**config.mk**
```make
export PLATFORM = sky130hd
export DESIGN_NAME = decim_ctrl
export DESIGN_NICKNAME = d
export VERILOG_FILES = /design/src/rtl/decim_pkg.sv /design/src/rtl/decim_frame_cnt.sv /design/src/rtl/decim_ctrl.sv
export SDC_FILE = /design/constraint.sdc
export NUM_CORES = 1
export LEC_CHECK = 0
export BUFFER_PORTS_ARGS = -buffer_cell sky130_fd_sc_hd__buf_2
export CAP_MARGIN = 15
export CORE_MARGIN = 1
export CORE_UTILIZATION = 53
export CTS_BUF_LIST = sky130_fd_sc_hd__clkbuf_4 sky130_fd_sc_hd__clkbuf_8 sky130_fd_sc_hd__clkbuf_16
export CTS_CLUSTER_SIZE = 30
export DETAILED_ROUTE_END_ITERATION = 7
export PLACE_DENSITY = 0.94
export REMOVE_ABC_BUFFERS = 1
export SLEW_MARGIN = 20
export SYNTH_ARGS = -nofsm -noshare
export SYNTH_HDL_FRONTEND = slang
export SYNTH_SLANG_ARGS = --single-unit
```
**constraint.sdc**
```tcl
create_clock -name clk -period 4.5 [get_ports clk]
set_clock_uncertainty 0.15 [all_clocks]
set_input_delay 0.225 -clock clk [delete_from_list [all_inputs] [get_ports clk]]
set_output_delay 0.225 -clock clk [all_outputs]
set_load 0.005 [all_outputs]
```
**src/rtl/decim_pkg.sv**
```systemverilog
// Shared definitions for the decimation sequencing controller:
// FSM state encoding, rate-code width/default and default sample width.
package decim_pkg;

  typedef enum logic [1:0] {
    ST_IDLE    = 2'd0,
    ST_RESTART = 2'd1,
    ST_SETTLE  = 2'd2,
    ST_RUN     = 2'd3
  } state_e;

  localparam int              RATE_W       = 3;
  localparam logic [RATE_W-1:0] RATE_DEFAULT = 3'b001;
  localparam int              DW_DEFAULT   = 16;

endpackage

```
**src/rtl/decim_frame_cnt.sv**
```systemverilog
// Logger frame counter: counts accepted output samples, wraps at FRAME_LEN,
// and flags when the next accepted sample is sample 0 of a frame.
module decim_frame_cnt
  import decim_pkg::*;
#(
  parameter int FRAME_LEN = 256
) (
  input  logic clk,
  input  logic reset,
  input  logic clr,
  input  logic adv,
  output logic frame_start
);

  localparam int CW = $clog2(FRAME_LEN);

  logic [CW-1:0] cnt_q, cnt_d;

  // clear has priority so that every restart begins a fresh frame
  always_comb begin
    cnt_d = cnt_q;
    if (clr)
      cnt_d = '0;
    else if (adv)
      cnt_d = (cnt_q == CW'(FRAME_LEN - 1)) ? '0 : cnt_q + 1'b1;
  end

  // counter register
  always_ff @(posedge clk) begin
    if (reset) cnt_q <= '0;
    else       cnt_q <= cnt_d;
  end

  assign frame_start = (cnt_q == '0);

endmodule

```
**src/rtl/decim_ctrl.sv**
```systemverilog
// Sequencing controller for the single-channel decimator: owns decimator
// reset/rate, gates ADC strobes, applies rate changes at output-sample
// boundaries and frames decimated output for the logger buffer.
// Optional watchdog enabled by defining DECIM_TIMEOUT_EN.
module decim_ctrl
  import decim_pkg::*;
#(
  parameter int DW            = DW_DEFAULT,
  parameter int RST_CYCLES    = 4,
  parameter int SETTLE_CYCLES = 8,
  parameter int FRAME_LEN     = 256,
  parameter int TIMEOUT       = 65535
) (
  input  logic          clk,
  input  logic          reset,
  input  logic          enable,
  input  logic [2:0]    cfg_rate,
  input  logic          cfg_wr,
  output logic          cfg_ack,
  input  logic          adc_drdy,
  input  logic [DW-1:0] adc_data,
  output logic          dec_reset,
  output logic [2:0]    dec_rate,
  output logic          dec_drdy,
  output logic [DW-1:0] dec_datain,
  input  logic          dec_data_rdy,
  input  logic [DW-1:0] dec_dataout,
  output logic          out_valid,
  output logic [DW-1:0] out_data,
  output logic          out_frame_start,
  output logic [7:0]    drop_cnt,
  output logic          busy,
  output logic          timeout
);

  localparam int PMAX = (RST_CYCLES > SETTLE_CYCLES) ? RST_CYCLES : SETTLE_CYCLES;
  localparam int PW   = $clog2(PMAX + 1);

  state_e            state_q, state_d;
  logic [PW-1:0]     ph_q, ph_d;
  logic [RATE_W-1:0] rate_q, rate_d, pend_rate_q, pend_rate_d;
  logic              pend_q, pend_d, ack_q, ack_d;
  logic              drdy_q, drdy_d, ov_q, ov_d, ofs_q, ofs_d;
  logic [DW-1:0]     din_q, din_d, od_q, od_d;
  logic [7:0]        drop_q, drop_d;
  logic              run, entry, tmo_hit, frame_start;

  assign run = (state_q == ST_RUN);

`ifdef DECIM_TIMEOUT_EN
  localparam int TW = $clog2(TIMEOUT + 1);
  logic [TW-1:0] to_cnt_q, to_cnt_d;
  logic          tmo_q, tmo_d;

  assign tmo_hit = run && !dec_data_rdy && (to_cnt_q == TW'(TIMEOUT - 1));

  // watchdog: clocks in RUN since the last decimator output strobe
  always_comb begin
    to_cnt_d = '0;
    if (run && !dec_data_rdy) to_cnt_d = to_cnt_q + 1'b1;
    tmo_d = tmo_q | tmo_hit;
  end

  // watchdog registers; the flag is sticky until reset
  always_ff @(posedge clk) begin
    if (reset) begin
      to_cnt_q <= '0;
      tmo_q    <= 1'b0;
    end else begin
      to_cnt_q <= to_cnt_d;
      tmo_q    <= tmo_d;
    end
  end

  assign timeout = tmo_q;
`else
  logic unused_timeout;
  assign unused_timeout = (TIMEOUT != 0);
  assign tmo_hit        = 1'b0;
  assign timeout        = 1'b0;
`endif

  // sequencing FSM: next state and phase counter for RESTART/SETTLE timing
  always_comb begin
    state_d = state_q;
    ph_d    = ph_q;
    case (state_q)
      ST_IDLE:    if (enable) state_d = ST_RESTART;
      ST_RESTART: begin
        if (ph_q == PW'(RST_CYCLES - 1)) begin
          state_d = ST_SETTLE;
          ph_d    = '0;
        end else ph_d = ph_q + 1'b1;
      end
      ST_SETTLE: begin
        if (ph_q == PW'(SETTLE_CYCLES - 1)) begin
          state_d = ST_RUN;
          ph_d    = '0;
        end else ph_d = ph_q + 1'b1;
      end
      ST_RUN: if ((dec_data_rdy && pend_q) || tmo_hit) state_d = ST_RESTART;
      default: state_d = ST_IDLE;
    endcase
    if (!enable) state_d = ST_IDLE;
    entry = (state_d == ST_RESTART) && (state_q != ST_RESTART);
    if (entry) ph_d = '0;
  end

  // rate handling: a write in the entry cycle is applied and acked on that entry
  always_comb begin
    pend_rate_d = pend_rate_q;
    pend_d      = pend_q;
    rate_d      = rate_q;
    ack_d       = 1'b0;
    if (cfg_wr) begin
      pend_rate_d = cfg_rate;
      pend_d      = 1'b1;
    end
    if (entry) begin
      rate_d = pend_rate_d;
      ack_d  = pend_d;
      pend_d = 1'b0;
    end
  end

  // input gating, drop counting and output registration
  always_comb begin
    drdy_d = run && adc_drdy;
    din_d  = (run && adc_drdy) ? adc_data : din_q;
    drop_d = (!run && adc_drdy && drop_q != 8'hFF) ? drop_q + 8'd1 : drop_q;
    ov_d   = run && dec_data_rdy;
    od_d   = (run && dec_data_rdy) ? dec_dataout : od_q;
    ofs_d  = run && dec_data_rdy && frame_start;
  end

  // state and datapath registers
  always_ff @(posedge clk) begin
    if (reset) begin
      state_q     <= ST_IDLE;
      ph_q        <= '0;
      rate_q      <= RATE_DEFAULT;
      pend_rate_q <= RATE_DEFAULT;
      pend_q      <= 1'b0;
      ack_q       <= 1'b0;
      drdy_q      <= 1'b0;
      din_q       <= '0;
      drop_q      <= '0;
      ov_q        <= 1'b0;
      od_q        <= '0;
      ofs_q       <= 1'b0;
    end else begin
      state_q     <= state_d;
      ph_q        <= ph_d;
      rate_q      <= rate_d;
      pend_rate_q <= pend_rate_d;
      pend_q      <= pend_d;
      ack_q       <= ack_d;
      drdy_q      <= drdy_d;
      din_q       <= din_d;
      drop_q      <= drop_d;
      ov_q        <= ov_d;
      od_q        <= od_d;
      ofs_q       <= ofs_d;
    end
  end

  decim_frame_cnt #(.FRAME_LEN(FRAME_LEN)) u_frame_cnt (
    .clk         (clk),
    .reset       (reset),
    .clr         (!run),
    .adv         (run && dec_data_rdy),
    .frame_start (frame_start)
  );

  assign dec_reset       = (state_q == ST_IDLE) || (state_q == ST_RESTART);
  assign busy            = (state_q != ST_IDLE);
  assign dec_rate        = rate_q;
  assign cfg_ack         = ack_q;
  assign dec_drdy        = drdy_q;
  assign dec_datain      = din_q;
  assign out_valid       = ov_q;
  assign out_data        = od_q;
  assign out_frame_start = ofs_q;
  assign drop_cnt        = drop_q;

endmodule

```
==> results.md <==
* H-tree Lvls at 3
* Ys flop type: dfxtp_1
* R2R depth at 5
* Clock root cell: clkbuf_8
* Synth area leader: dfxtp_1
* Largest family of logic cells by synthesized area: simple AND/OR/NAND/NOR gates
* DR iter-0 viols at 151
* Leakage at between 1.5 and 2 nW
* Area grow syn2layout at 37.9%
* Crit path cell chain: ha_1 > and2_1 > nand3_1 > or3_1 > a21oi_1
* Synth async-reset ratio at 0
* Die height at 73.4 µm
* Hold Crit Endpoint: pend_rate_q[2]
* Antenna violations before repair at 0
* Crit-path leading delay family: simple AND/OR/NAND/NOR gates
* Antenna Cells at 0
* Initial Util at 0.560
* Seq pwr share at 0.475
* Max Buffers Root-to-Sink at 2
* RSZ-0062 raised after global routing: no
* Multi-input gate area in the final layout at about 1300 µm²
* Status: complete, no violations
* Overflow after GRT at 0
* Post-route DRC at 0
* Vias in the first global route at about 2.6k
* Arr. time, crit path at about 2.5 ns
* Setup violators final at 0
* CTS tree: done
* Die Wd at about 73 µm
* CP Capture Type: register
* Reg2reg start: state_q[0]
* Switch Pwr at 0.290 mW
* Seq cells post-synth at 65
* Critical path's slowest cell: and2_1
* Seq/Total Area, Yosys at 0.482
* Max cap viols at 0
* Least-Margin Pin Slew at 0.716 ns
* Mux contribution to synthesized area at 0.0352
* Total Wirelength at 7140 µm
* Largest net degree at the start of global routing at 38
* Final HPWL DP at 4160 µm
* Register area at 1300 µm²
* Max frequency at 431 MHz
* Clk pwr share at 0.456
* Hold Crit Class: in -> reg
* Total chip power at roughly 1.2 mW
* Yosys cell types at 44
* Clock sink count at 65
* CP Class: reg -> reg
* Max_slew headroom at 0.521
* Synth Instances at 319
* Mean Syn Cell Area at about 8.5 µm²
* Min Tclk post-route at 2.32 ns
* Worst reg2reg endpoint: u_frame_cnt.cnt_q[6]
* Placed cells at 460
* Final nets at 489
* Most frequent cells after synthesis: nand2_1 (77), dfxtp_1 (65), a21oi_1 (40), nor2_1 (17)
* Cts hold-fix bufs at 35
* 1st-pass router iterations at 5
* Core area at 4820 µm²
* Post-synthesis xor/xnor area fraction at 0.0227
* Mapped cell area at 2700 µm²
* CTS clk-pin slew, worst paths at 0.07 ns
* IO Count at 91
* Synth top area cells: dfxtp_1 (48%), nand2_1 (11%), a21oi_1 (7.4%)
* PD cells at about 330 nW/µm²
* Share of the synthesized area in the top cell type at 0.482
* Clk_lat worst skew at roughly 0.35 ns
* Flop2flop setup slack at 2.18 ns
* Cts bufs inserted at 9
* Yosys Warn Count at 0
* Die ar. at between 5000 and 6000 µm²
* CP max FO at 20
* Synth Area in Simple Gates at 0.239
* Peak VDD IR at between 0.2 and 0.3 mV
* Most numerous cell in the Yosys netlist: nand2_1
* Switching share of power at 0.234
* RePlAce Congestion at slightly above 0.8
* Complex-gate fraction of the synthesized area at 0.130
* Fin cells at around 510
* Adder-Cell Fraction of Synth Area at 0.0417
* Worst hold start: cfg_rate[2]
* Fill count at 340
* Data required, critical path at 4.63 ns
* Wire length per cell at 14.0 µm
* GRT Total Usage at 0.283
* # resized after CTS at 0
* Fin crit share at 0.516
* Buf/Inv on CP at 0
* # Post-CTS Setup Buffers at 0
* Layout cell share with drive strength beyond 1 at 0.255
* Num rows at 25
* WHS Path Cells at 3
* Number of flops mapped to enable cells by yosys at 0
* Final hold slack at about 0.019 ns
* Power share of the combinational group at 0.068
* Total number of vias at ~2.8k
* Vias/cell at 5.39
* Max-slew violation count at 0
* First-pass GRT wire length at 11300 µm
* Worst Setup Start Kind: register
* Crit-path max cell delay at 0.61 ns
* Fin. Hold Viols at 0
* Int Pwr at around 0.95 mW
* Setup TNS at 0 ns
* Post-DRT Antenna Nets at 0
* Finished Core Util at 0.772
* Number of port buffers at 89
[layout make-up]
class / count / area share
clock buffer: 9 / 0.0333
clock inverter: 7 / 0.0276
inverter: 10 / 0.0101
multi-input combinational: 228 / 0.341
sequential: 65 / 0.350
tap: 67 / 0.0225
timing repair buffer: 125 / 0.216
[power by group through the flow]
| stage | clock (mW) | sequential (mW) | combinational [mW] |
|---|---|---|---|
| final | 0.565 | 0.589 | 0.0847 |
| after global routing | 0.593 | 0.590 | 0.0927 |
| after detailed placement | 0 | 0.602 | 0.0595 |
| after floorplan | 0 | 0.601 | 0.0236 |
| after CTS | 0.569 | 0.589 | 0.0836 |
| after global placement | 0 | 0.601 | 0.0579 |
[cell families after synthesis]
group,count (synthesis)
other,1
and+or+nand+nor,142
xor gates and xnor gates,7
DFF,65
AOI/OAI and AO/OA,61
adders and majority gates,9
muxes,8
buffers and inverters,26
[placed cells by master, fill, tap and decap left out, drive strengths merged, types with 2 or more instances in the layout]
cell type    count
dlygate4sd3     35
o211ai           2
xor2             4
or4              3
ha               9
nor2b            6
or3              3
dfxtp           65
a21oi           40
and2             3
bufinv           2
clkbuf           9
o21ai            8
clkinv           2
a211oi           4
buf             90
xnor2            3
inv             12
mux2             3
nand2           77
nand2b           3
nor4             2
nor3            10
nor2            17
and2b            3
nand4            4
mux2i            5
nand3            8
[worst max path at each step]
stage	from	to	slack, ns	depth (start not counted)
4_1_cts	state_q[0]	u_frame_cnt.cnt_q[6]	2.19	5
6_report	state_q[0]	u_frame_cnt.cnt_q[6]	2.18	5
2_1_floorplan	state_q[0]	u_frame_cnt.cnt_q[6]	2.56	5
3_5_place_dp	state_q[0]	u_frame_cnt.cnt_q[6]	2.22	5
5_1_grt	state_q[0]	u_frame_cnt.cnt_q[6]	2.02	5
3_3_place_gp	state_q[0]	u_frame_cnt.cnt_q[6]	2.31	5
[layer usage]
metal	vias up	GRT usage	wire length, µm
met5	-	0	0
met4	0	0.194	287
met3	28	0.0905	529
met2	134	0.476	3570
met1	1273	0.302	2760
li1	1318	-	-
[tightest hold or removal path: stages]
cell and delay (ns):
buf_2 0.08, mux2i_1 0.05, nor2_1 0.12
[state kept, by name (all words and copies together), names as in the netlist]
name	cells
dec_datain	16
out_frame_start	1
out_data	16
dec_drdy	1
pend_q	1
state_q	2
ph_q	4
out_valid	1
cfg_ack	1
u_frame_cnt.cnt_q	8
pend_rate_q	3
dec_rate	3
drop_cnt	8
[per-stage QoR]
stage	cell area, µm²	setup WS (ns)
floorplan	2610	2.56
global placement	3140	2.31
detailed placement	3140	2.22
CTS	3720	2.19
global route	3720	2.02
finish	3720	2.18
Power figures use the tool's default switching activity.
